[src/rtl/ipl_arb_pkg.sv]
// Shared widths and types for the two-master IPL boot-memory arbiter.
package ipl_arb_pkg;

    localparam int IPL_ADDR_W = 11;
    localparam int IPL_DATA_W = 32;
    localparam int IPL_BE_W   = 4;

    typedef enum logic {
        PORT0 = 1'b0,
        PORT1 = 1'b1
    } port_sel_t;

    typedef struct packed {
        logic [IPL_ADDR_W-1:0] address;
        logic [IPL_BE_W-1:0]   byteenable;
        logic [IPL_DATA_W-1:0] writedata;
        logic                  write;
    } ipl_req_t;

endpackage

[src/rtl/rr_arb2.sv]
// Two-input grant logic: combinational grant, registered "last granted" pointer
// used to alternate under contention when rr_mode is set.
import ipl_arb_pkg::*;

module rr_arb2 (
    input  logic       clk,
    input  logic       reset_n,
    input  logic       rr_mode,
    input  logic [1:0] req,
    output logic [1:0] gnt
);

    port_sel_t last;

    always_comb begin
        gnt = 2'b00;
        if (reset_n) begin
            if (req == 2'b11) begin
                if (rr_mode && (last == PORT0))
                    gnt = 2'b10;
                else
                    gnt = 2'b01;
            end else begin
                gnt = req;
            end
        end
    end

    // Reset to PORT1 so that port 0 wins the first contended cycle.
    always_ff @(posedge clk) begin
        if (!reset_n)
            last <= PORT1;
        else if (gnt[0])
            last <= PORT0;
        else if (gnt[1])
            last <= PORT1;
    end

endmodule

[src/rtl/ipl_memory_arbiter.sv]
// Shares the single-port IPL RAM between the CPU bus (port 0) and the boot/debug
// master (port 1); one access per cycle, reads return one cycle after acceptance.
import ipl_arb_pkg::*;

module ipl_memory_arbiter #(
    parameter int ADDR_W  = IPL_ADDR_W,
    parameter int DATA_W  = IPL_DATA_W,
    parameter int RR_MODE = 1,
    parameter int WP_INIT = 0
) (
    input  logic                clk,
    input  logic                reset_n,
    input  logic [ADDR_W-1:0]   p0_address,
    input  logic                p0_read,
    input  logic                p0_write,
    input  logic [DATA_W-1:0]   p0_writedata,
    input  logic [DATA_W/8-1:0] p0_byteenable,
    output logic                p0_waitrequest,
    output logic [DATA_W-1:0]   p0_readdata,
    output logic                p0_readdatavalid,
    input  logic [ADDR_W-1:0]   p1_address,
    input  logic                p1_read,
    input  logic                p1_write,
    input  logic [DATA_W-1:0]   p1_writedata,
    input  logic [DATA_W/8-1:0] p1_byteenable,
    output logic                p1_waitrequest,
    output logic [DATA_W-1:0]   p1_readdata,
    output logic                p1_readdatavalid,
    input  logic                wp_set,
    input  logic                wp_clr,
    output logic [ADDR_W-1:0]   mem_address,
    output logic [DATA_W/8-1:0] mem_byteenable,
    output logic                mem_chipselect,
    output logic                mem_write,
    output logic [DATA_W-1:0]   mem_writedata,
    output logic                mem_clken,
    input  logic [DATA_W-1:0]   mem_readdata
);

    logic [1:0]          req;
    logic [1:0]          gnt;
    ipl_req_t            req0;
    ipl_req_t            req1;
    ipl_req_t            sel;
    logic                granted;
    logic                wp;
    logic                wp_block;
    logic                wp_violation;
    logic                rd_pend;
    port_sel_t           rd_owner;
    logic [ADDR_W-1:0]   held_address;
    logic [DATA_W/8-1:0] held_byteenable;
    logic [DATA_W-1:0]   held_writedata;

    assign req = {p1_read | p1_write, p0_read | p0_write};

    rr_arb2 u_arb (
        .clk     (clk),
        .reset_n (reset_n),
        .rr_mode (RR_MODE != 0),
        .req     (req),
        .gnt     (gnt)
    );

    assign req0 = '{address: p0_address, byteenable: p0_byteenable,
                    writedata: p0_writedata, write: p0_write};
    assign req1 = '{address: p1_address, byteenable: p1_byteenable,
                    writedata: p1_writedata, write: p1_write};
    assign sel     = gnt[1] ? req1 : req0;
    assign granted = |gnt;

    // A protected port-1 write is still accepted, it just never reaches the RAM.
    assign wp_block = gnt[1] & p1_write & wp;

    assign p0_waitrequest = ~gnt[0];
    assign p1_waitrequest = ~gnt[1];

    assign mem_address    = granted ? sel.address    : held_address;
    assign mem_byteenable = granted ? sel.byteenable : held_byteenable;
    assign mem_writedata  = granted ? sel.writedata  : held_writedata;
    assign mem_chipselect = granted & ~wp_block;
    assign mem_write      = granted & sel.write & ~wp_block;
    assign mem_clken      = reset_n;

    assign p0_readdata      = mem_readdata;
    assign p1_readdata      = mem_readdata;
    assign p0_readdatavalid = reset_n & rd_pend & (rd_owner == PORT0);
    assign p1_readdatavalid = reset_n & rd_pend & (rd_owner == PORT1);

    always_ff @(posedge clk) begin
        if (!reset_n) begin
            held_address    <= '0;
            held_byteenable <= '0;
            held_writedata  <= '0;
        end else if (granted) begin
            held_address    <= sel.address;
            held_byteenable <= sel.byteenable;
            held_writedata  <= sel.writedata;
        end
    end

    always_ff @(posedge clk) begin
        if (!reset_n) begin
            wp           <= (WP_INIT != 0);
            wp_violation <= 1'b0;
        end else begin
            if (wp_set)
                wp <= 1'b1;
            else if (wp_clr)
                wp <= 1'b0;
            wp_violation <= wp_violation | wp_block;
        end
    end

    always_ff @(posedge clk) begin
        if (!reset_n) begin
            rd_pend  <= 1'b0;
            rd_owner <= PORT0;
        end else begin
            rd_pend <= granted & ~sel.write;
            if (granted)
                rd_owner <= gnt[1] ? PORT1 : PORT0;
        end
    end

endmodule
[config.mk]
export PLATFORM = sky130hd
export DESIGN_NAME = ipl_memory_arbiter
export DESIGN_NICKNAME = d
export VERILOG_FILES = /design/src/rtl/ipl_arb_pkg.sv /design/src/rtl/rr_arb2.sv /design/src/rtl/ipl_memory_arbiter.sv
export SDC_FILE = /design/constraint.sdc
export NUM_CORES = 1
export LEC_CHECK = 0
export ABC_CLOCK_PERIOD_IN_PS = 1500
export BUFFER_PORTS_ARGS = -buffer_cell sky130_fd_sc_hd__buf_2
export CAP_MARGIN = 5
export CORE_AREA = 2 2 98 100
export CTS_BUF_LIST = sky130_fd_sc_hd__clkbuf_4 sky130_fd_sc_hd__clkbuf_8
export DETAILED_ROUTE_END_ITERATION = 12
export DIE_AREA = 0 0 100 102
export GPL_TIMING_DRIVEN = 0
export PLACE_DENSITY = 0.83
export SETUP_SLACK_MARGIN = 0.02
export SKIP_CTS_REPAIR_TIMING = 1
export SLEW_MARGIN = 10
export SYNTH_ARGS = -nofsm -noshare
export SYNTH_HDL_FRONTEND = slang
export SYNTH_SLANG_ARGS = --single-unit
export TNS_END_PERCENT = 5
[constraint.sdc]
create_clock -name clk -period 1.5 [get_ports clk]
set_input_delay 0 -clock clk [delete_from_list [all_inputs] [get_ports clk]]
set_output_delay 0 -clock clk [all_outputs]
set_load 0.01 [all_outputs]
After elaboration in Yosys (flattened, before gate mapping) --
Cells that the tools add are included.
Storage, ports and cells: bits in registers 51, bits in latches 0, bits in writable memories 0, bits in read-only memories 0, input port bits 134, output and inout bits 118, word-level logic and storage cells 39, memories 0
Operators by class: $add $sub $neg 0, multiply operators 0, div/mod/pow operators 0, $lt $le $gt $ge 0, eq/ne operators 1, shift-type cells 0, multiplexer cells 12, bitwise operators 16, reduce and logical (&&, ||, !) cells 3
Operator list (number):
- 48-bit two-way mux | 1
- 32-bit two-way mux | 1
- 11-bit two-way mux | 1
- 1-bit bitwise AND | 9
- 2-bit two-way mux | 3
- 1-bit two-way mux | 5
- 1-bit NOT | 5
- 4-bit two-way mux | 1
- 2-bit nonzero test | 2
- 2-bit equality test, second input constant | 1
- 1-bit OR | 2
- 2-bit OR reduction | 1

Logic depth before layout (Yosys ltp) --
Gate-level depths: netlist of run 1.
word-level depth 8, mapped depth 6, depth with buffers taken out 3

By module --
A second synthesis of run 1 with hierarchy kept.
Unflattened totals: cells, all modules 359, area, all modules 3199.3 um^2
Modules (own cells, without submodules):
- ipl_memory_arbiter | times used 1, cells each 351, area an instance 3129.3 um^2, seq. area each 1001.0 um^2
- rr_arb2 | times used 1, cells each 8, area an instance 70.1 um^2, seq. area each 20.0 um^2

Worst setup path before layout of run 1 --
No wires, ideal clock.
path type flip-flop to flip-flop, start point reg u_arb.last, end point reg held_writedata[13], library setup time 122 ps, arrival 1250 ps, data required time 1378 ps, setup slack 128 ps, stages on the path, launching flop included 6, buffers on the path 2, clock period less this slack 1372 ps, cells stage by stage dfxtp_1 o21bai_2 buf_6 buf_6 and4_1 o31a_2
Between the ends: longest elaborated chain between the ends 5, elaborated cells between the ends (all ways) 6, those cells by class mux: 5; reduce/logical: 1
Ends and longest elaborated chain:
- start: declaration | RTL line rr_arb2.sv:13 | port_sel_t last;
- start signal: assignment | RTL line rr_arb2.sv:32 | last <= PORT1;
- start signal: assignment | RTL line rr_arb2.sv:34 | last <= PORT0;
- start signal: assignment | RTL line rr_arb2.sv:36 | last <= PORT1;
- 2-bit two-way mux * | RTL line rr_arb2.sv:19 | if (rr_mode && (last == PORT0))
- 2-bit two-way mux * | RTL line rr_arb2.sv:18 | if (req == 2'b11) begin
- 2-bit two-way mux * | RTL line rr_arb2.sv:17 | if (reset_n) begin
- 48-bit two-way mux / 2-bit OR reduction (equally long branches) | RTL line ipl_memory_arbiter.sv:69, ipl_memory_arbiter.sv:70
- 32-bit two-way mux *
- end signal: assignment | RTL line ipl_memory_arbiter.sv:98 | held_writedata <= sel.writedata;
- end: declaration | RTL line ipl_memory_arbiter.sv:53 | logic [DATA_W-1:0] held_writedata;
Every way passes the cells marked *; elsewhere a longest branch is shown, timed or not. A chain may end at the register's enable or synchronous reset.

Final worst setup path of run 1 --
start point reg u_arb.last, end point out mem_writedata[18]
Between the ends: longest elaborated chain between the ends 5, elaborated cells between the ends (all ways) 6, those cells by class mux: 5; reduce/logical: 1
Ends and longest elaborated chain:
- 2-bit two-way mux * | RTL line rr_arb2.sv:19
- 2-bit two-way mux * | RTL line rr_arb2.sv:18
- 2-bit two-way mux * | RTL line rr_arb2.sv:17
- 48-bit two-way mux / 2-bit OR reduction (equally long branches) | RTL line ipl_memory_arbiter.sv:69, ipl_memory_arbiter.sv:70
- 32-bit two-way mux *
- end: declaration | RTL line ipl_memory_arbiter.sv:35 | output logic [DATA_W-1:0] mem_writedata,
Marks and branches as above.

==> results of run 1 <==
==> layout by cell type, fill, tap and decap left out, types with 2 or more instances in the layout <==
cell type / Yosys / layout
a21oi_1: 2 / 2
and2_1: 48 / 48
and3_1: 2 / 2
and4_1: 85 / 84
and4_2: 9 / 9
buf_2: 8 / 233
buf_4: 65 / 66
buf_6: 7 / 7
clkbuf_1: 26 / 18
clkbuf_8: 0 / 7
dfxtp_1: 51 / 50
dlygate4sd3_1: 0 / 2
inv_1: 2 / 2
nand2_1: 2 / 2
o21ai_0: 2 / 2
o31a_1: 37 / 37
o31a_2: 10 / 10
or2_4: 2 / 2
or3_1: 47 / 47
==> critical path, stage by stage (launching register included) <==
cell	delay (ns)
dfxtp_2	0.35
o21bai_4	0.20
buf_6	0.15
buf_8	0.13
and4_1	0.20
or3_1	0.33
buf_2	0.15
==> layer usage <==
layer	global-route usage, %	vias up	wire length (µm)
met5	0	-	0
met4	5.16	0	96
met3	4.04	9	810
met2	40.3	177	6260
met1	25.1	1943	4760
li1	-	1975	-
==> sequential cells by signal (all words and copies together), names as in the netlist <==
name / flops
wp: 1
rd_owner: 1
u_arb.last: 1
held_byteenable: 4
rd_pend: 1
held_address: 11
held_writedata: 32
==> through the flow <==
stage / hold slack (ns) / cells
2_1_floorplan: 0.0918 / 417
3_3_place_gp: 0.185 / 746
3_5_place_dp: 0.184 / 746
4_1_cts: -0.0959 / 754
5_1_grt: 0.0797 / 757
6_report: 0.0689 / 757
==> final cells by class <==
type	instances	area share, %
multi-input combinational	257	39.3
sequential	51	19.9
buffer	107	14.2
timing repair buffer	221	21.7
tap	111	2.70
inverter	2	0.146
clock buffer	8	2.02
==> final timing paths <==
check,from,endpoint,slack [ns]
worst max-delay path,u_arb.last,mem_writedata[18],-0.31
worst min-delay path,p1_writedata[6],held_writedata[6],0.07
worst max register to register,u_arb.last,held_writedata[16],0.06
worst min register to register,rd_owner,rd_owner,0.49
==> synthesized netlist by cell type, types with 2 or more instances <==
library cell	count
clkbuf_1	26
dfxtp_1	51
and4_2	9
o21ai_0	2
or2_4	2
or3_1	47
a21oi_1	2
nand2_1	2
and3_1	2
and2_1	48
buf_6	7
buf_2	8
o31a_1	37
and4_1	85
o31a_2	10
inv_1	2
buf_4	65
==> power groups by stage <==
stage / registers (mW) / logic (mW) / clock network, mW
after floorplan: 1.50 / 0.788 / 0
after global placement: 1.51 / 1.27 / 0
after detailed placement: 1.51 / 1.30 / 0
after CTS: 1.48 / 1.30 / 0.932
after global routing: 1.49 / 1.45 / 0.969
final: 1.48 / 1.32 / 0.913
==> logic make-up after synthesis <==
| group | after synthesis |
|---|---|
| compound gates | 58 |
| buf+inv | 109 |
| flops | 51 |
| simple gates | 199 |
==> impl_metrics.yaml, run 1 <==
floorplanning:
  initial_utilization_pct: 41.0
  die_x_um: 100
  core_area_um2: 9110
  row_count: 35
  ioPinCount: 252
  dieHeight_um: 102
  dieArea_um2: 10200
status:
  status: "complete, but fails checks"
  violations: "negative setup slack"
run:
  max_cap_violations: 0
power:
  power.switching_mw: 1.14
  pwr-share-seq_pct: 39.9
  peakVddDrop_uv: 382
  power.share.switching_pct: 30.6
  p_leak_nw: 2.69
  power.density_nw_per_um2: 723
  comb_power_share_pct: 35.6
  p_int_mw: 2.58
  p_total_mw: 3.72
  clock_power_share_pct: 24.6
logic_synthesis:
  synth.net_count: 551
  synth_top_family_by_area: "simple AND/OR/NAND/NOR gates"
  syn_avg_cell_area_um2: 8.96
  synthCells: 417
  synth-edff-count: 0
  synthTopCellsByArea: "dfxtp_1 (27%), and4_1 (20%), buf_4 (13%), o31a_1 (8.7%), and2_1 (8.0%)"
  synth_top_area_cell: "dfxtp_1"
  synth-compound-area-share_pct: 13.6
  synth_simple_gate_area_share_pct: 39.9
  synth_top_area_share_pct: 27.3
  synth.yosys.seq_area_share_pct: 27.3
  ys_types: 29
  syn_area_um2: 3730
  ys_seq_elements: 51
  yosys-mux-area-fraction_pct: 0
  ys.flop_type: "dfxtp_1"
  ys_warn_count: 0
  synthArstFlopShare_pct: 0
  yosys.area_share.xor_xnor_pct: 0
  yosys.area_share.adder_pct: 0
drt:
  avgViaCountPerCell: 5.42
  dr.first_iter.drc_count: 112
  wl_mm: 11.9
  vias: 4104
  drtPass1Iterations: 4
  ant_nets: 0
  drc: 0
  post_drt_wl_per_cell_um: 15.8
placement:
  placed_area_um2: 4960
  dp_slack_ns: -0.192
  gp_congestion: 0.811
  dpl.hpwl_mm: 9.27
  portBuffers: 218
clocking:
  cts_buffers: 5
  root_buffer: "clkbuf_8"
  h-tree-depth: 2
  cts_num_sinks: 51
  clk_path_buf_depth: 2
  cts_tree: "yes"
  clkLatencyLatePin_ns: 0.30
  clkTransAtPathRegs_ns: 0.10
cells_and_area:
  layout-drive-gt1-share_pct: 52.9
  postLayoutCellArea_um2: 5140
  area_growth_pct: 37.7
  seq_area_um2: 1020
  fill_cells: 839
  multi_input_area_um2: 2020
  diodes: 0
  final_util_pct: 56.5
  fin_nets: 779
global_route:
  antenna_found_initial: 0
  grt_pass1_vias: 3864
  gr-total-overflow: 0
  track_usage_pct: 21.4
  grt_pass1_wl_mm: 17.7
  grt_max_degree: 15
worst_setup_path:
  critPathMaxFanout: 10
  endpoint_kind: "output pin"
  crit_type: "flip-flop to output pin"
  worstRegToRegCells: 5
  worstPathRequired_ns: 1.50
  cp.arrival_ns: 1.81
  crit_path_start_kind: "flip-flop"
timing:
  max_freq_mhz: 553
  slew_headroom_pct: 62.9
  rsz0062_at_grt: "yes"
  min_period_ns: 1.81
  fin_skew_ns: 0.00527
  fin_tns_setup_ns: -11.92
  tightest_slew_ns: 0.557
  fin_crit_sh_pct: 120
  setup_violations: 47
  drv_slew: 0
  fin_ws_ns: -0.307
  timing_hold_violations_final: 0
hold_path:
  whs_path_depth: 3
  hold_class: "input port to flip-flop"
(Power assumes the default switching activity.)
==> run 2: changes to the inputs <==
--- a/config.mk
+++ b/config.mk
@@ -8,16 +8,17 @@
 export ABC_CLOCK_PERIOD_IN_PS = 1500
 export BUFFER_PORTS_ARGS = -buffer_cell sky130_fd_sc_hd__buf_2
 export CAP_MARGIN = 5
-export CORE_AREA = 2 2 98 100
+export CORE_AREA = 2 2 97 99
 export CTS_BUF_LIST = sky130_fd_sc_hd__clkbuf_4 sky130_fd_sc_hd__clkbuf_8
 export DETAILED_ROUTE_END_ITERATION = 12
-export DIE_AREA = 0 0 100 102
+export DIE_AREA = 0 0 99 101
 export GPL_TIMING_DRIVEN = 0
-export PLACE_DENSITY = 0.83
+export PLACE_DENSITY = 0.78
 export SETUP_SLACK_MARGIN = 0.02
 export SKIP_CTS_REPAIR_TIMING = 1
 export SLEW_MARGIN = 10
 export SYNTH_ARGS = -nofsm -noshare
 export SYNTH_HDL_FRONTEND = slang
+export SYNTH_HIERARCHICAL = 1
 export SYNTH_SLANG_ARGS = --single-unit
 export TNS_END_PERCENT = 5
==> run 2 against run 1 <==
The flow finishes with violations (negative hold slack, negative setup slack). Power up 8.1%. Worst hold slack worse by 0.074 ns. Routed wire length decreased by 9.1%. Combinational power is 25% higher. Core utilization rose by 1.6 points. Clock-buffer cell count fell by 2. Critical path depth rose by 1. Synthesized cell count decreased by 14%. Clock power shrank 10%. Area after synthesis shrank 14%. Flip-flop and latch count did not move. Cell count fell by 7.0%. Critical endpoint is now mem_writedata[16].
==> impl_metrics.yaml, run 2 <==
cells_and_area:
  final_util_pct: 58.1
  area_growth_pct: 63.0
  final_common_cell: "buf_2"
  regMostFlops: "held_writedata"
  largestRegisters: "held_writedata: 32 flops, held_address: 11 flops, held_byteenable: 4 flops"
  layout-drive-gt1-share_pct: 67.6
  largest_register_ffs: 32
  diodes: 0
  postLayoutCellArea_um2: 5210
  fill_cells: 795
  most-common-layout-cells: "buf_2 (223), buf_4 (68), dfxtp_1 (50)"
  fin_nets: 727
logic_synthesis:
  ys_warn_count: 6
  synth-edff-count: 0
  synth_top_area_cell: "dfxtp_1"
  synth.most_common_cell: "buf_4"
  synth_common_cells: "buf_4 (66), dfxtp_1 (51), a21oi_1 (50), nor2b_1 (48)"
  synth-compound-area-share_pct: 19.9
  synth.yosys.seq_area_share_pct: 31.9
  syn_area_um2: 3200
  synth_top_area_share_pct: 31.9
  synth.net_count: 493
  synth_simple_gate_area_share_pct: 12.1
  synth_top_family_by_area: "buffers and inverters"
  syn_avg_cell_area_um2: 8.91
  synthCells: 359
  synthArstFlopShare_pct: 0
  ys_types: 26
  ys.flop_type: "dfxtp_1"
  synthTopCellsByArea: "dfxtp_1 (32%), buf_4 (15%), mux2i_1 (15%), a211oi_1 (11%), nor2b_1 (9.4%)"
  ys_seq_elements: 51
  yosys.area_share.adder_pct: 0
  yosys.area_share.xor_xnor_pct: 0
  yosys-mux-area-fraction_pct: 14.7
hold_path:
  whs_path_depth: 3
  min_to: "rd_pend"
  hp-start: "p1_write"
  hold_class: "input port to flip-flop"
floorplanning:
  die_x_um: 99
  core_area_um2: 8980
  initial_utilization_pct: 35.6
  row_count: 35
  ioPinCount: 252
  dieArea_um2: 10000
  dieHeight_um: 101
placement:
  dpl.hpwl_mm: 7.94
  dp_slack_ns: -0.147
  portBuffers: 219
  gp_congestion: 0.798
  placed_area_um2: 4430
worst_setup_path:
  crit_chain: "nand2b_4 > o211a_4 > buf_12 > clkbuf_16 > mux2i_4 > a21oi_2 > buf_2"
  endpoint_kind: "output pin"
  crit_slowest_cell: "dfxtp_2"
  critPathMaxFanout: 6
  r2r_slack_ns: -0.11
  crit_path_start_kind: "flip-flop"
  worstRegToRegCells: 6
  rr_endpoint: "held_writedata[10]"
  slowest_delay_ns: 0.33
  worstPathRequired_ns: 1.50
  cp.arrival_ns: 1.88
  crit_type: "flip-flop to output pin"
  r2r_start: "u_arb/last"
clocking:
  clkTransAtPathRegs_ns: 0.09
  clk_path_buf_depth: 2
  clkLatencyLatePin_ns: 0.30
  cts_num_sinks: 51
  cts_buffers: 5
  h-tree-depth: 2
  cts_tree: "yes"
  root_buffer: "clkbuf_8"
global_route:
  grt_pass1_vias: 3119
  grt_util_met2_pct: 35.0
  grt-busiest-layer: "met2"
  track_usage_pct: 18.2
  grt_max_degree: 15
  gr-usage-met1_pct: 20.4
  antenna_found_initial: 0
  gr-total-overflow: 0
  met3_usage_pct: 3.33
  grt_pass1_wl_mm: 14.6
timing:
  timing.hold.ws_ns: -0.00543
  drv_slew: 0
  tightest_slew_ns: 0.588
  timing_hold_violations_final: 1
  fin_skew_ns: 0.00727
  fin_ws_ns: -0.379
  fin_crit_sh_pct: 125
  slew_headroom_pct: 60.8
  setup_violations: 82
  rsz0062_at_grt: "yes"
  min_period_ns: 1.88
  max_freq_mhz: 532
power:
  peakVddDrop_uv: 368
  p_leak_nw: 2.43
  power.density_nw_per_um2: 771
drt:
  dr.first_iter.drc_count: 81
  wl_mm: 10.8
  vias: 3371
  ant_nets: 0
  post_drt_wl_per_cell_um: 15.4
  avgViaCountPerCell: 4.79
  drc: 0
  drtPass1Iterations: 4
run:
  max_cap_violations: 0
status:
  violations: "negative hold slack, negative setup slack"
  status: "complete, but fails checks"
[run 2: cell types whose count changed after synthesis, moves of 4 or more]
| cell | delta |
|---|---|
| mux2i_1 | +47 |
| and4_2 | -9 |
| clkbuf_1 | -14 |
| a21oi_1 | +48 |
| a211oi_1 | +47 |
| o31a_2 | -10 |
| nor2b_1 | +47 |
| and2_1 | -48 |
| o31a_1 | -37 |
| buf_6 | -5 |
| and4_1 | -85 |
| or3_1 | -47 |
| buf_8 | +4 |
[run 2: power by group]
| group | total, mW | switching, mW | internal [mW] |
|---|---|---|---|
| registers | 1.54 | 0.0641 | 1.48 |
| clock network | 0.819 | 0.456 | 0.364 |
| logic | 1.65 | 0.768 | 0.886 |
| total | 4.02 | 1.29 | 2.73 |
[run 2: kinds of logic after synthesis]
kind of cell	after synthesis
compound gates	102
mux	47
flops	51
other cells	1
simple gates	62
buf+inv	96
[run 2: metal layers]
metal	part of all wire [%]	vias to the layer above
met5	0	-
met4	0.85	0
met3	5.7	7
met2	55	129
met1	39	1569
li1	-	1666
[run 2: metrics by stage]
stage / TNS (ns) / power [mW] / instances
3_5_place_dp: -7.81 / 2.88 / 689
4_1_cts: -23.90 / 3.70 / 696
2_1_floorplan: 0 / 2.35 / 359
5_1_grt: -22.16 / 4.21 / 704
6_report: -16.17 / 4.02 / 704
3_3_place_gp: -5.73 / 2.85 / 689
[run 2: final cells by class]
type | instances | area (µm²) | share of cell area (%)
clock buffer | 6 | 82.6 | 1.58
sequential | 51 | 1020 | 19.6
clock inverter | 1 | 5.00 | 0.0960
multi-input combinational | 212 | 1960 | 37.5
tap | 111 | 139 | 2.66
timing repair buffer | 227 | 1230 | 23.6
buffer | 92 | 762 | 14.6
inverter | 4 | 15.0 | 0.288
[run 2: how the worst max path moves through the flow]
stage                     from  slack, ns           endpoint  cells past startpoint
floorplan           u_arb/last       0.18    held_address[0]                      6
global placement      p1_write      -0.14    mem_address[10]                      9
detailed placement    p1_write      -0.15    mem_address[10]                      9
CTS                 u_arb/last      -0.46   mem_writedata[3]                      7
global route        u_arb/last      -0.44  mem_writedata[16]                      7
finish              u_arb/last      -0.38  mem_writedata[16]                      7
[run 2: worst max-delay path: cells and delay by family, from the launching register on]
family | cells | cell delay, ns
AOI/OAI and AO/OA | 2 | 0.43
DFF | 1 | 0.33
and+or+nand+nor | 1 | 0.15
muxes | 1 | 0.19
buffers and inverters | 3 | 0.48
==> run 3: changes to the inputs <==
--- a/config.mk
+++ b/config.mk
@@ -5,7 +5,7 @@
 export SDC_FILE = /design/constraint.sdc
 export NUM_CORES = 1
 export LEC_CHECK = 0
-export ABC_CLOCK_PERIOD_IN_PS = 1500
+export ABC_CLOCK_PERIOD_IN_PS = 2200
 export BUFFER_PORTS_ARGS = -buffer_cell sky130_fd_sc_hd__buf_2
 export CAP_MARGIN = 5
 export CORE_AREA = 2 2 97 99
==> constraint.sdc (replaced) <==
create_clock -name clk -period 2.2 [get_ports clk]
set_input_delay 0 -clock clk [delete_from_list [all_inputs] [get_ports clk]]
set_output_delay 0 -clock clk [all_outputs]
set_load 0.01 [all_outputs]
==> run 3 against run 2 <==
The flow now finishes without violations. Combinational power down 45%. Routed wire length down 8.3%. Flip-flop and latch count unchanged. Critical path type unchanged. Critical endpoint is now mem_writedata[13]. Highest routed layer unchanged.
==> impl_metrics.yaml, run 3 (synthesis results as in run 2) <==
drt:
  wl_mm: 9.94
  drtPass1Iterations: 4
  ant_nets: 0
  drc: 0
  avgViaCountPerCell: 4.72
  post_drt_wl_per_cell_um: 14.2
  dr.first_iter.drc_count: 85
  vias: 3292
worst_setup_path:
  startpoint: "u_arb/last"
  rr_endpoint: "held_writedata[3]"
  crit_slowest_cell: "dfxtp_1"
  slowest_delay_ns: 0.33
  worstRegToRegCells: 6
  r2r_slack_ns: 0.58
  crit_top_cell: "buf_2"
  r2r_start: "u_arb/last"
  crit_chain: "nand2b_4 > a21oi_1 > buf_4 > inv_2 > buf_2 > buf_2 > a21oi_1 > buf_2"
  endpoint_kind: "output pin"
  crit_path_start_kind: "flip-flop"
  critPathMaxFanout: 10
  worstPathRequired_ns: 2.20
  cp.arrival_ns: 1.93
  crit_type: "flip-flop to output pin"
global_route:
  grt_pass1_wl_mm: 14.6
  gr-total-overflow: 0
  track_usage_pct: 18.2
  grt_pass1_vias: 3119
  grt_max_degree: 15
  antenna_found_initial: 0
cells_and_area:
  regMostFlops: "held_writedata"
  largestRegisters: "held_writedata: 32 flops, held_address: 11 flops, held_byteenable: 4 flops"
  largest_register_ffs: 32
  layout-drive-gt1-share_pct: 52.8
  final_common_cell: "buf_2"
  most-common-layout-cells: "buf_2 (227), buf_4 (66), dfxtp_1 (51)"
  diodes: 0
  fin_nets: 721
  area_growth_pct: 42.0
floorplanning:
  dieHeight_um: 101
  ioPinCount: 252
  dieArea_um2: 10000
  core_area_um2: 8980
  initial_utilization_pct: 35.6
  row_count: 35
  die_x_um: 99
timing:
  tightest_slew_ns: 0.552
  drv_slew: 0
  rsz0062_at_grt: "no"
  fin_ws_ns: 0.273
  fin_tns_setup_ns: 0
  fin_skew_ns: 0.00745
  slew_headroom_pct: 63.2
  max_freq_mhz: 519
  min_period_ns: 1.93
  fin_crit_sh_pct: 87.6
  setup_violations: 0
  timing_hold_violations_final: 0
clocking:
  root_buffer: "clkbuf_8"
  clkTransAtPathRegs_ns: 0.09
  clk_path_buf_depth: 2
  cts_tree: "yes"
  cts_buffers: 5
  clkLatencyLatePin_ns: 0.30
  cts_num_sinks: 51
  h-tree-depth: 2
placement:
  dp_slack_ns: 0.553
  portBuffers: 219
  gp_congestion: 0.798
  dpl.hpwl_mm: 7.94
hold_path:
  whs_path_depth: 3
  hp-start: "p1_write"
  min_to: "rd_pend"
  hold_class: "input port to flip-flop"
power:
  p_leak_nw: 2.29
  p_total_mw: 2.49
  power.density_nw_per_um2: 548
  peakVddDrop_uv: 227
status:
  status: "complete, no violations"
run:
  max_cap_violations: 0
==> run 3: critical path: cells and delay by family (launching register included) <==
kind / cells / cell delay, ns
buffers and inverters: 5 / 0.85
AOI/OAI and AO/OA: 2 / 0.30
and+or+nand+nor: 1 / 0.14
DFF: 1 / 0.33
==> run 3: metrics by stage <==
step / hold slack (ns) / util [%] / cells / cell area (µm²)
3_3_place_gp: 0.185 / 49.4 / 689 / 4430
6_report: 0.00106 / 50.6 / 698 / 4540
4_1_cts: -0.103 / 50.4 / 696 / 4520
3_5_place_dp: 0.184 / 49.4 / 689 / 4430
5_1_grt: 0.00433 / 50.6 / 698 / 4540
2_1_floorplan: 0.0918 / - / 359 / 3200
==> run 3: worst max-delay path by stage <==
stage | slack, ns | end
5_1_grt | 0.10 | mem_writedata[3]
3_5_place_dp | 0.55 | mem_address[10]
6_report | 0.27 | mem_writedata[13]
3_3_place_gp | 0.56 | mem_address[10]
4_1_cts | 0.24 | mem_writedata[3]
2_1_floorplan | 0.88 | held_address[0]
==> run 3: final cells by class <==
class / count / area [µm²]
Tap cell: 111 / 139
Multi-Input combinational cell: 212 / 1500
Sequential cell: 51 / 1020
Timing Repair Buffer: 221 / 1120
Buffer: 92 / 663
Clock inverter: 1 / 5.00
Clock buffer: 6 / 82.6
Fill cell: 871 / 4440
Inverter: 4 / 15.0
==> run 3: where the power goes <==
group,switching [mW],internal (mW),total [mW]
logic,0.446,0.459,0.905
registers,0.0250,1.01,1.03
clock network,0.305,0.248,0.553
==> run 3: per-layer routing <==
metal / up-vias / GRT usage [%] / wire length [µm]
met3: 9 / 3.33 / 629
met5: - / 0 / 0
met1: 1497 / 20.4 / 3860
li1: 1653 / - / -
met4: 0 / 4.74 / 117
met2: 133 / 35.0 / 5330
